==> src/rtl/alu_pkg.sv <==
// alu_pkg: shared definitions for the ALU self-test block.
//   - alu_op_e     : ALU opcode encoding (AND/OR/ADD/SUB/SLT/NOR)
//   - LFSR_MASK    : Galois feedback mask for the 24-bit stimulus LFSR
//   - alu_expect() : golden ALU model, returns {cout, res[7:0]} for a w-bit ALU
package alu_pkg;

    typedef enum logic [3:0] {
        ALU_AND = 4'd0,
        ALU_OR  = 4'd1,
        ALU_ADD = 4'd2,
        ALU_SUB = 4'd6,
        ALU_SLT = 4'd7,
        ALU_NOR = 4'd12
    } alu_op_e;

    localparam logic [23:0] LFSR_MASK = 24'hE10000;

    // Operands are zero-extended w-bit values; result bits above w are forced to 0.
    // cout is only meaningful for ALU_ADD and is taken from bit w of the sum.
    function automatic logic [8:0] alu_expect(input logic [7:0]  a,
                                              input logic [7:0]  b,
                                              input alu_op_e     ctrl,
                                              input int unsigned w);
        logic [8:0] mask;
        logic [8:0] sum;
        logic [8:0] r;
        logic       cout;
        mask = 9'((1 << w) - 1);
        sum  = {1'b0, a} + {1'b0, b};
        cout = 1'b0;
        case (ctrl)
            ALU_AND: r = {1'b0, a & b};
            ALU_OR:  r = {1'b0, a | b};
            ALU_ADD: begin
                r    = sum;
                cout = |(sum & ~mask);
            end
            ALU_SUB: r = {1'b0, a} - {1'b0, b};
            ALU_SLT: r = {8'b0, (a < b)};
            ALU_NOR: r = {1'b0, ~(a | b)};
            default: r = 9'd0;
        endcase
        return {cout, r[7:0] & mask[7:0]};
    endfunction

endpackage

==> src/rtl/lfsr24.sv <==
// lfsr24: 24-bit right-shifting Galois LFSR (mask from alu_pkg::LFSR_MASK).
//   clk   : clock
//   rst_n : synchronous active-low reset, loads seed
//   load  : synchronous reload from seed
//   seed  : reload value (must be non-zero)
//   adv   : advance one step
//   q     : current LFSR state
module lfsr24
    import alu_pkg::*;
(
    input  logic        clk,
    input  logic        rst_n,
    input  logic        load,
    input  logic [23:0] seed,
    input  logic        adv,
    output logic [23:0] q
);

    logic [23:0] q_next;

    always_comb begin
        q_next = q >> 1;
        if (q[0]) begin
            q_next = q_next ^ LFSR_MASK;
        end
    end

    always_ff @(posedge clk) begin
        if (!rst_n || load) begin
            q <= seed;
        end else if (adv) begin
            q <= q_next;
        end
    end

endmodule

==> src/rtl/alu_bist.sv <==
// alu_bist: run-time ALU self-test. Drives pseudo-random vectors into the ALU, samples its
// result after a settle delay, checks it against alu_pkg::alu_expect and keeps tallies.
//   clk, rst_n            : clock, synchronous active-low reset
//   start                 : run request (honoured in idle/done only)
//   busy, done, pass      : run status; pass valid while done
//   a_o, b_o, alu_ctrl_o  : ALU operands and opcode
//   alu_res_i, alu_cout_i, alu_zero_i : ALU outputs
//   correct_cnt, wrong_cnt: saturating vector tallies
//   first_fail_idx        : index of first failing vector, 16'hFFFF if none
// Optional macro ALU_BIST_ZERO_CHK_EN: also check alu_zero_i against the expected result.
module alu_bist
    import alu_pkg::*;
#(
    parameter int unsigned W             = 8,
    parameter int unsigned NUM_VECTORS   = 1000,
    parameter logic [23:0] SEED          = 24'h5A_A5C3,
    parameter int unsigned SETTLE_CYCLES = 1
) (
    input  logic         clk,
    input  logic         rst_n,
    input  logic         start,
    output logic         busy,
    output logic         done,
    output logic         pass,
    output logic [W-1:0] a_o,
    output logic [W-1:0] b_o,
    output logic [3:0]   alu_ctrl_o,
    input  logic [W-1:0] alu_res_i,
    input  logic         alu_cout_i,
    input  logic         alu_zero_i,
    output logic [15:0]  correct_cnt,
    output logic [15:0]  wrong_cnt,
    output logic [15:0]  first_fail_idx
);

    localparam logic [23:0] SEED_EFF    = (SEED == 24'd0) ? 24'h000001 : SEED;
    localparam logic [3:0]  SETTLE_LAST = 4'(SETTLE_CYCLES - 1);
    localparam logic [15:0] LAST_IDX    = 16'(NUM_VECTORS - 1);

    typedef enum logic [2:0] {StIdle, StDrive, StSettle, StCheck, StDone} state_e;

    state_e      state_q, state_d;
    logic [3:0]  settle_q, settle_d;
    logic [15:0] vec_idx_q, vec_idx_d;
    logic [W-1:0] a_q, a_d, b_q, b_d;
    alu_op_e     ctrl_q, ctrl_d;
    logic        busy_q, busy_d, done_q, done_d, pass_q, pass_d;
    logic [15:0] correct_q, correct_d, wrong_q, wrong_d, ffail_q, ffail_d;
    logic [23:0] lfsr_q;
    logic        lfsr_adv;
    logic [8:0]  exp_res;
    logic        zero_ok, vec_ok;
    logic        unused_bits;

    // Op index 6 and 7 fold onto AND and OR.
    function automatic alu_op_e op_decode(input logic [2:0] idx);
        case (idx)
            3'd0, 3'd6: return ALU_AND;
            3'd1, 3'd7: return ALU_OR;
            3'd2:       return ALU_ADD;
            3'd3:       return ALU_SUB;
            3'd4:       return ALU_SLT;
            default:    return ALU_NOR;
        endcase
    endfunction

    // The stimulus sequence continues across runs; only reset reseeds it.
    lfsr24 u_lfsr (
        .clk   (clk),
        .rst_n (rst_n),
        .load  (1'b0),
        .seed  (SEED_EFF),
        .adv   (lfsr_adv),
        .q     (lfsr_q)
    );

    assign exp_res = alu_expect(8'(a_q), 8'(b_q), ctrl_q, W);

`ifdef ALU_BIST_ZERO_CHK_EN
    assign zero_ok     = (alu_zero_i == (exp_res[W-1:0] == '0));
    assign unused_bits = ^{lfsr_q, exp_res};
`else
    assign zero_ok     = 1'b1;
    assign unused_bits = ^{lfsr_q, exp_res, alu_zero_i};
`endif

    assign vec_ok = (alu_res_i == exp_res[W-1:0]) &&
                    ((ctrl_q != ALU_ADD) || (alu_cout_i == exp_res[8])) &&
                    zero_ok;

    always_comb begin
        state_d   = state_q;
        settle_d  = settle_q;
        vec_idx_d = vec_idx_q;
        a_d       = a_q;
        b_d       = b_q;
        ctrl_d    = ctrl_q;
        busy_d    = busy_q;
        done_d    = done_q;
        pass_d    = pass_q;
        correct_d = correct_q;
        wrong_d   = wrong_q;
        ffail_d   = ffail_q;
        lfsr_adv  = 1'b0;

        case (state_q)
            StIdle, StDone: begin
                if (start) begin
                    state_d   = StDrive;
                    busy_d    = 1'b1;
                    done_d    = 1'b0;
                    pass_d    = 1'b0;
                    vec_idx_d = 16'd0;
                    correct_d = 16'd0;
                    wrong_d   = 16'd0;
                    ffail_d   = 16'hFFFF;
                end
            end
            StDrive: begin
                a_d      = lfsr_q[W-1:0];
                b_d      = lfsr_q[8 +: W];
                ctrl_d   = op_decode(lfsr_q[18:16]);
                settle_d = 4'd0;
                state_d  = StSettle;
            end
            StSettle: begin
                if (settle_q == SETTLE_LAST) begin
                    state_d = StCheck;
                end else begin
                    settle_d = settle_q + 4'd1;
                end
            end
            StCheck: begin
                lfsr_adv = 1'b1;
                if (vec_ok) begin
                    if (correct_q != 16'hFFFF) correct_d = correct_q + 16'd1;
                end else begin
                    if (wrong_q == 16'd0) ffail_d = vec_idx_q;
                    if (wrong_q != 16'hFFFF) wrong_d = wrong_q + 16'd1;
                end
                if (vec_idx_q == LAST_IDX) begin
                    state_d = StDone;
                    busy_d  = 1'b0;
                    done_d  = 1'b1;
                    pass_d  = vec_ok && (wrong_q == 16'd0);
                end else begin
                    vec_idx_d = vec_idx_q + 16'd1;
                    state_d   = StDrive;
                end
            end
            default: state_d = StIdle;
        endcase
    end

    always_ff @(posedge clk) begin
        if (!rst_n) begin
            state_q   <= StIdle;
            settle_q  <= 4'd0;
            vec_idx_q <= 16'd0;
            a_q       <= '0;
            b_q       <= '0;
            ctrl_q    <= ALU_AND;
            busy_q    <= 1'b0;
            done_q    <= 1'b0;
            pass_q    <= 1'b0;
            correct_q <= 16'd0;
            wrong_q   <= 16'd0;
            ffail_q   <= 16'hFFFF;
        end else begin
            state_q   <= state_d;
            settle_q  <= settle_d;
            vec_idx_q <= vec_idx_d;
            a_q       <= a_d;
            b_q       <= b_d;
            ctrl_q    <= ctrl_d;
            busy_q    <= busy_d;
            done_q    <= done_d;
            pass_q    <= pass_d;
            correct_q <= correct_d;
            wrong_q   <= wrong_d;
            ffail_q   <= ffail_d;
        end
    end

    assign busy           = busy_q;
    assign done           = done_q;
    assign pass           = pass_q;
    assign a_o            = a_q;
    assign b_o            = b_q;
    assign alu_ctrl_o     = ctrl_q;
    assign correct_cnt    = correct_q;
    assign wrong_cnt      = wrong_q;
    assign first_fail_idx = ffail_q;

endmodule

==> config.mk <==
export PLATFORM = sky130hd
export DESIGN_NAME = alu_bist
export DESIGN_NICKNAME = d
export VERILOG_FILES = /design/src/rtl/alu_pkg.sv /design/src/rtl/lfsr24.sv /design/src/rtl/alu_bist.sv
export SDC_FILE = /design/constraint.sdc
export NUM_CORES = 1
export LEC_CHECK = 0
export CAP_MARGIN = 25
export CORE_MARGIN = 5
export CORE_UTILIZATION = 40
export DETAILED_ROUTE_END_ITERATION = 10
export SETUP_SLACK_MARGIN = 0.4
export SYNTH_ARGS = -nofsm -noshare
export SYNTH_HDL_FRONTEND = slang
export SYNTH_SLANG_ARGS = --single-unit
==> constraint.sdc <==
create_clock -name clk -period 3.45 [get_ports clk]
set_clock_uncertainty 0.05 [all_clocks]
set_input_delay 0.345 -clock clk [delete_from_list [all_inputs] [get_ports clk]]
set_output_delay 0.345 -clock clk [all_outputs]
set_load 0.05 [all_outputs]
==> summary.txt <==
Clocking
  • Clock root buffer: clkbuf_16
  • CTS buffer count: 17
  • CTS tree: built
  • CTS H-tree depth: 4
  • Clock sink count: 118
  • Cts hold-fix bufs: 0
  • Clock Path Buffers: 2
  • Reg clk slew, reported paths: 0.06 ns
  • Clk_lat worst skew: roughly 0.41 ns

Setup path
  • Type of origin of the critical path: register
  • Critical path endpoint category: register
  • Worst Path Required: ~3.7 ns
  • Crit path max-delay family: simple AND/OR/NAND/NOR gates
  • CP cell instances: inv_1 > ha_1 > nor3_1 > or3_1 > a221oi_2 > o22ai_1 > xor2_1 > a211oi_2 > nand4_1 > or3_4 > o31ai_2
  • Critical path class: register to register
  • CP peak stage delay: about 0.50 ns
  • Critical path's slowest cell: or3_4
  • Max FO, Critical Path: 5
  • CP bufs+invs: 1
  • WP data arrival: 3.49 ns

Die
  • CORE AREA: 0.0160 sq mm
  • # rows: 46
  • Die area: 0.0191 sq mm
  • Initial core utilization: 41.1%
  • Die width: 138 microns
  • Die height: 138 microns
  • Ports: between 80 and 90

Logic synthesis
  • Post-synth EDFFs: 0
  • Syn Inst Count: 834
  • Cell Area, Synth: 0.00657 sq mm
  • Top cell type's share of synthesized area: 36.0%
  • Top FF cell, synth: dfxtp_1
  • Synth area leaders: dfxtp_1, nand2_1, ha_1
  • Synthesized area per cell: 7.88 sq um
  • Flops & latches, synth: 118
  • Share of the yosys chip area belonging to registers: roughly 36%
  • Synth unique cells: 71
  • YS warnings: 0
  • Asr flop ratio synth: 0%
  • Leading area contributor after synthesis: dfxtp_1
  • Syn_nets: a little under 900

Final layout
  • Finished Cell Area: 0.00918 sq mm
  • Nets: 990
  • Most frequent cells in the layout: nand2_1, dfxtp_1, nor2_1, clkdlybuf4s50_1, a21oi_1
  • # diodes: 0
  • Synth-to-layout area growth: 39.7%
  • Fraction of layout cells with a size suffix above 1: 19.5%
  • Core Util, Final: 57.4%
  • Commonest non-fill, non-tap cell in the layout: nand2_1

Pwr
  • PwrDens: approximately 460 mW/mm^2
  • Clock power share: 42.7%
  • Flop pwr share: 35.6%
  • Max VDD drop: 0.000412 V
  • Sw Pwr: 1.25 mW
  • Leakage Power: 3.49 nW
  • Gate power share: 21.7%
  • Switching share of power: approximately 29%
  • P_int: 2.99 mW

Timing
  • Min Tclk post-route: 3.21 ns
  • Relative slew slack: 54.3%
  • Setup TNS: 0 ns
  • Final worst slack: 0.239 ns
  • Fin. Hold Viols: 0
  • RSZ-0062 raised after global routing: true
  • Final setup viols: 0
  • Slew of the pin with the lowest slew margin: a little under 0.7 ns
  • Final Max Slew Viols: 0
  • F_max: slightly above 300 MHz
  • Final worst path period share: between 90% and 100%

Placement
  • Worst slack at placement: 0.104 ns
  • Buffers on Ports: 82
  • Final HPWL DP: 12300 microns
  • Placed Area: 0.00784 sq mm
  • RD Place Congestion: 0.896

GRT
  • GRT Util Overall: 18.0%
  • Largest net degree at the start of global routing: 39
  • Global-route wire length before repair: ~29000 microns
  • Vias in the first global route: 5810
  • Initial antenna violation count: 0
  • GRT overflow: 0

Status
  • Status: finished, final reports clean

Min path
  • Hold/Removal Path Class: register to register

Flow run
  • Maxcap violations: 0

Route
  • Vias/cell: 5.41
  • DRT antenna net count: 0
  • DR WL/cell: 15.7 microns
  • WL final: 18400 microns
  • DRC: 0
  • Detailed-router iteration count before antenna repair: 5
  • Initial DRC count: 419
  • Vias: between 6000 and 7000
==> power by group through the flow <==
stage	registers (mW)	clock network, mW	logic, mW
floorplan	1.61	0	0.459
global placement	1.53	0	0.793
detailed placement	1.53	0	0.794
CTS	1.50	1.84	0.862
global route	1.52	1.92	1.00
finish	1.51	1.81	0.919
==> registers in the layout, indices dropped and copies added (netlist names) <==
register,flops
state_q,3
done,1
b_o,8
wrong_cnt,16
pass,1
correct_cnt,16
first_fail_idx,16
busy,1
alu_ctrl_o,4
settle_q,4
a_o,8
vec_idx_q,16
u_lfsr.q,24
==> worst min-delay path, delay by kind of cell, from the launching register on <==
| family | cells | cell delay (ns) |
|---|---|---|
| AOI/OAI and AO/OA | 1 | 0.05 |
| and+or+nand+nor | 1 | 0.06 |
| DFF | 1 | 0.32 |
==> kinds of logic after synthesis <==
logic type	count (synthesis)	share of synthesized area, %
and+or+nand+nor	380	28.2
AOI/OAI and AO/OA	175	17.6
DFF	118	36.0
buffers and inverters	82	5.16
adders and majority gates	33	6.51
xor gates and xnor gates	24	3.20
muxes	22	3.37
==> final cells by class <==
type	count	area [sq um]
well taps	216	270
multi-input cells	634	4360
repair buffers	139	1380
inverters	34	135
clock inverters	8	92.6
fillers	1486	6820
clock buffers	23	520
flip-flops and latches	118	2420
==> per-layer routing <==
| metal | vias to the layer above | GRT usage, % | wire, microns |
|---|---|---|---|
| met1 | 2996 | 24.7 | 8790 |
| met2 | 147 | 28.8 | 8620 |
| li1 | 3182 | - | - |
| met5 | - | 0 | 0 |
| met4 | 0 | 4.99 | 215 |
| met3 | 16 | 3.93 | 748 |
==> worst paths after layout <==
| path | start | endpoint | slack [ns] | depth (start not counted) |
|---|---|---|---|---|
| min reg2reg | u_lfsr.q[6] | a_o[6] | 0.41 | 2 |
| max | a_o[1] | correct_cnt[6] | 0.24 | 11 |
| max reg2reg | a_o[1] | correct_cnt[6] | 0.24 | 11 |
| min | u_lfsr.q[6] | a_o[6] | 0.41 | 2 |
==> through the flow <==
step / total power, mW / std cells / hold slack (ns)
floorplan: 2.07 / 834 / 0.382
global placement: 2.33 / 1118 / 0.394
detailed placement: 2.33 / 1118 / 0.400
CTS: 4.21 / 1163 / 0.408
global route: 4.44 / 1172 / 0.439
finish: 4.23 / 1172 / 0.407
==> what timing repair did <==
action                     in CTS  in global routing
setup endpoints to repair      48                 49
cloned                          1                  3
setup buffers                  13                  6
resized for setup              25                 79
pin swaps                      22                 34
==> synthesized netlist by cell type (all sizes together) (6+ instances only) <==
cell type  count
nand2        121
dfxtp        118
nor2          93
a21oi         56
nand3         44
inv           34
clkbuf        32
ha            31
o21ai         31
mux2i         21
nand4         17
or3           17
and3          16
buf           16
xor2          16
a31oi         13
nor2b         13
nor3          12
o31ai         11
o311ai         8
xnor2          8
a21o           7
nor4           7
nand2b         6
o211ai         6
Note: power is estimated with default switching activity, not from simulation.
==> variant 1: new RTL, same settings <==
Encoding of `state_e`: now Gray code (3 bits for 5 states).
--- a/src/rtl/alu_bist.sv
+++ b/src/rtl/alu_bist.sv
@@ -37,7 +37,7 @@
     localparam logic [3:0]  SETTLE_LAST = 4'(SETTLE_CYCLES - 1);
     localparam logic [15:0] LAST_IDX    = 16'(NUM_VECTORS - 1);
 
-    typedef enum logic [2:0] {StIdle, StDrive, StSettle, StCheck, StDone} state_e;
+    typedef enum logic [2:0] {StIdle = 3'b000, StDrive = 3'b001, StSettle = 3'b011, StCheck = 3'b010, StDone = 3'b110} state_e;
 
     state_e      state_q, state_d;
     logic [3:0]  settle_q, settle_d;
Behaviour: no difference found for any inputs over 10 cycles, from zero or initial values and one cycle with rst_n low; not proved beyond that.
==> variant 1 against the unedited design <==
  * The flow now finishes with violations (setup timing)
  * Synthesized area is 5.0% higher
  * Cell count is 3.6% higher
  * Critical path depth is 3 higher
  * Clock power is 4% lower
  * Routed wire length is 3.6% higher
  * Total power is 9.5% lower
  * Sequential share of layout area is 0.096 points lower
  * Non-clock buffer count is 4 lower
  * Die area is 4.6% higher
  * Final area is 0.20% lower
  * Worst setup slack worse by 0.25 ns
  * Sequential cell count stayed put
  * Utilization is 3.8 points lower
  * Critical endpoint is now first_fail_idx[8]$_SDFFE_PN1P_
==> variant 1: results (changes against the unedited design) <==
| Metric | Value |
|---|---|
| Status | `finished with violations (was finished clean)` |
| Failing checks | `setup timing` |
| Fin nets | `1022 (was 990)` |
| Drt first-iter violations | `501 (was 419)` |
| Multi-input gates | `655 (was 634)` |
| Post_cts resized | `8 (was 25)` |
| WP data arrival | `3.74 ns (was 3.49 ns)` |
| Dpl cells | `1171 (was 1118)` |
| Via count | `6603 (was 6341)` |
| Post-Synth Adder-Cell Area | `6.205% (was 6.513%)` |
| WL/cell | `15.68 µm (was 15.67 µm)` |
| Post-CTS setup buffers | `4 (was 13)` |
| Bufs w/o clock | `135 (was 139)` |
| # clk buffers | `18 (was 23)` |
| Final setup vio count | `1 (was 0)` |
| Fin area | `9158 µm² (was 9176 µm²)` |
| Pin count of the biggest net entering global routing | `62 (was 39)` |
| Mux cell area share after synthesis | `3.048% (was 3.371%)` |
| Complex-gate fraction of the synthesized area | `20.50% (was 17.56%)` |
| Final Wtd Congestion | `0.8705 (was 0.8956)` |
| WHS | `0.4028 ns (was 0.4069 ns)` |
| Slew HR | `47.34% (was 54.29%)` |
| Maximum vdd drop | `517.7 µV (was 412.0 µV)` |
| Switch share | `28.75% (was 29.43%)` |
| First-pass GRT wire length | `30860 µm (was 29210 µm)` |
| Area of the multi-input gates | `4384 µm² (was 4364 µm²)` |
| Clock-cell share of area | `6.326% (was 6.681%)` |
| Syn Area/Cell | `7.864 µm² (was 7.878 µm²)` |
| PD cells | `418.6 nW/µm² (was 461.5 nW/µm²)` |
| Highest-delay cell along the critical path | `a2111o_1 (was or3_4)` |
| Non-clk invs | `49 (was 34)` |
| Family with the most delay on the worst path | `compound AO/OA/AOI/OAI gates (was simple AND/OR/NAND/NOR gates)` |
| Pleak | `0.003467 µW (was 0.003492 µW)` |
| Final WL | `19030 µm (was 18370 µm)` |
| Fillers | `1659 (was 1486)` |
| Post-route setup TNS | `-0.007370 ns (was 0 ns)` |
| Worst setup margin | `-0.007370 ns (was 0.2386 ns)` |
| R2r setup slk | `-0.007 ns (was 0.24 ns)` |
| Most frequent cells after synthesis | `nand2_1, dfxtp_1, nor2_1 (unchanged)` |
| Final HPWL DP | `13100 µm (was 12340 µm)` |
-- variant 1: cell count changes in the layout (fill, tap and decap cells not counted), sizes merged, moves of 6 or more --
cell	change
inv	+19
o2111ai	+13
or3	-12
nor3	+11
nand4	-10
o41ai	+10
o31ai	-9
clkbuf	-6
o21ai	+6
xnor2	+6
-- variant 1: metal layers --
layer / vias up / share of wire [%] / global-route usage, %
met2: 153 / 46 / 29.30
met4: 0 / 0.68 / 4.182
li1: 3305 / - / -
met1: 3129 / 48 / 26.50
met3: 16 / 4.9 / 3.640
met5: - / 0 / 0
-- variant 1: metrics by stage --
step | utilization, % | setup WS [ns]
floorplan | - | 0.1937
global placement | 48.33 | 0.03719
detailed placement | 48.33 | 0.003425
CTS | 52.15 | 0.01045
global route | 53.50 | -0.1601
finish | 53.50 | -0.007370
-- variant 1: worst reg2reg max path, delay by kind of cell, from the launching register on --
| kind | cells | cell delay (ns) |
|---|---|---|
| and+or+nand+nor | 3 | 0.71 |
| buffers and inverters | 3 | 0.36 |
| DFF | 1 | 0.36 |
| muxes | 1 | 0.22 |
| AOI/OAI and AO/OA | 4 | 0.86 |
| adders and majority gates | 2 | 0.58 |
| xor gates and xnor gates | 1 | 0.24 |
-- variant 1: worst paths after layout --
check / endpoint / cells after the start / startpoint
max reg2reg: first_fail_idx[8]$_SDFFE_PN1P_ / 14 / a_o[0]$_SDFFE_PN0P_
max: first_fail_idx[8]$_SDFFE_PN1P_ / 14 / a_o[0]$_SDFFE_PN0P_
min reg2reg: u_lfsr.q[18]$_SDFFE_PN0P_ / 2 / u_lfsr.q[19]$_SDFFE_PN1P_
min: u_lfsr.q[18]$_SDFFE_PN0P_ / 2 / u_lfsr.q[19]$_SDFFE_PN1P_
==> variant 2: new RTL, same settings <==
Without the edit above. Build with the macro `ALU_BIST_ZERO_CHK_EN` defined.
--- a/src/rtl/alu_bist.sv
+++ b/src/rtl/alu_bist.sv
@@ -8,6 +8,8 @@
 //   correct_cnt, wrong_cnt: saturating vector tallies
 //   first_fail_idx        : index of first failing vector, 16'hFFFF if none
 // Optional macro ALU_BIST_ZERO_CHK_EN: also check alu_zero_i against the expected result.
+`define ALU_BIST_ZERO_CHK_EN
+
 module alu_bist
     import alu_pkg::*;
 #(
Check against the original RTL: not equivalent (a bounded check fails within 10 cycles, from zero or initial values and one cycle with rst_n low).
==> variant 2 against the unedited design <==
  * The run now ends with setup timing left
  * Worst hold slack got worse by 0.093 ns
  * Worst setup slack got worse by 0.67 ns
  * Synthesized area increased by 3.2%
  * Sequential cell count unchanged
  * Final area increased by 1.3%
  * First-iteration DRC count decreased by 24%
  * Total power decreased by 0.47%
  * Die area increased by 3.0%
  * Routed wire length decreased by 0.14%
  * Critical endpoint is now wrong_cnt[9]$_SDFFE_PN0P_
  * Largest cell class unchanged
==> variant 2: results (changes against the unedited design) <==
| Metric | Value |
|---|---|
| Non-Filler Instances | `1214 (was 1172)` |
| Post-Place Worst Slack | `-0.4722 ns (was 0.1036 ns)` |
| Fillers | `1575 (was 1486)` |
| Fin nets | `1029 (was 990)` |
| Hold Path Class | `in2reg (was reg2reg)` |
| Clock-cell share of area | `6.014% (was 6.681%)` |
| Non-clk buf share | `18.57% (was 15.00%)` |
| Final Wtd Congestion | `0.9265 (was 0.8956)` |
| Depth of the most critical reg-to-reg path | `17 (was 11)` |
| Metal2 WL | `8318 µm (was 8617 µm)` |
| Final setup vio count | `49 (was 0)` |
| Status | `finished with violations (was finished clean)` |
| Complex-gate fraction of the synthesized area | `20.81% (was 17.56%)` |
| Family with the most delay on the worst path | `compound AO/OA/AOI/OAI gates (was simple AND/OR/NAND/NOR gates)` |
| Dpl cells | `1174 (was 1118)` |
| # port buffers | `83 (was 82)` |
| Worst Hold Launch | `rst_n (was u_lfsr.q[6]$_SDFFE_PN1P_)` |
| Drt first pass iters | `6 (was 5)` |
| Worst setup margin | `-0.4328 ns (was 0.2386 ns)` |
| Failing checks | `setup timing` |
| # clk buffers | `22 (was 23)` |
| Multi-input gates | `619 (was 634)` |
| Worst-Margin Slew | `0.8834 ns (was 0.6857 ns)` |
| R2r endpoint | `wrong_cnt[9]$_SDFFE_PN0P_ (was correct_cnt[6]$_SDFFE_PN0P_)` |
| Vias in the first global route | `5961 (was 5810)` |
[variant 2: where the power goes]
group          leakage, µW  switching, µW  internal [µW]  total (µW)
registers         0.000962           66.5           1420        1490
logic              0.00251            585            478        1060
clock network     0.000273            605           1060        1660
total              0.00374           1260           2960        4210
[variant 2: what timing repair did]
action | in CTS | in global routing
hold buffers | 0 | 0
pin swaps | 26 | 2
gates resized for setup | 28 | 18
buffers inserted | 7 | 0
endpoints found under the setup margin | 49 | 49
cloned | 3 | 0
[variant 2: metrics by stage]
step                      TNS [ns]  cell area, µm²  total power [µW]
after floorplan             -15.91            6859              2137
after global placement      -18.69            8444              2495
after detailed placement    -21.06            8444              2499
after CTS                   -16.21            9211              4230
after global routing        -24.40            9300              4414
final                       -16.81            9300              4215
[variant 2: how the worst max path moves through the flow]
stage                     depth (start not counted)  slack (ns)                              end                 from
after floorplan                                  14       -0.50     correct_cnt[12]$_SDFFE_PN0P_  a_o[0]$_SDFFE_PN0P_
after global placement                           13       -0.42     correct_cnt[15]$_SDFFE_PN0P_  a_o[0]$_SDFFE_PN0P_
after detailed placement                         15       -0.47  first_fail_idx[12]$_SDFFE_PN1P_  a_o[0]$_SDFFE_PN0P_
after CTS                                        17       -0.41        wrong_cnt[9]$_SDFFE_PN0P_  a_o[0]$_SDFFE_PN0P_
after global routing                             17       -0.60        wrong_cnt[3]$_SDFFE_PN0P_  a_o[0]$_SDFFE_PN0P_
final                                            17       -0.43        wrong_cnt[9]$_SDFFE_PN0P_  a_o[0]$_SDFFE_PN0P_
[variant 2: layer usage]
| layer | global-route usage, % | vias up |
|---|---|---|
| li1 | - | 3239 |
| met1 | 25.77 | 2952 |
| met2 | 29.03 | 130 |
| met3 | 3.885 | 23 |
| met4 | 6.017 | 0 |
| met5 | 0 | - |
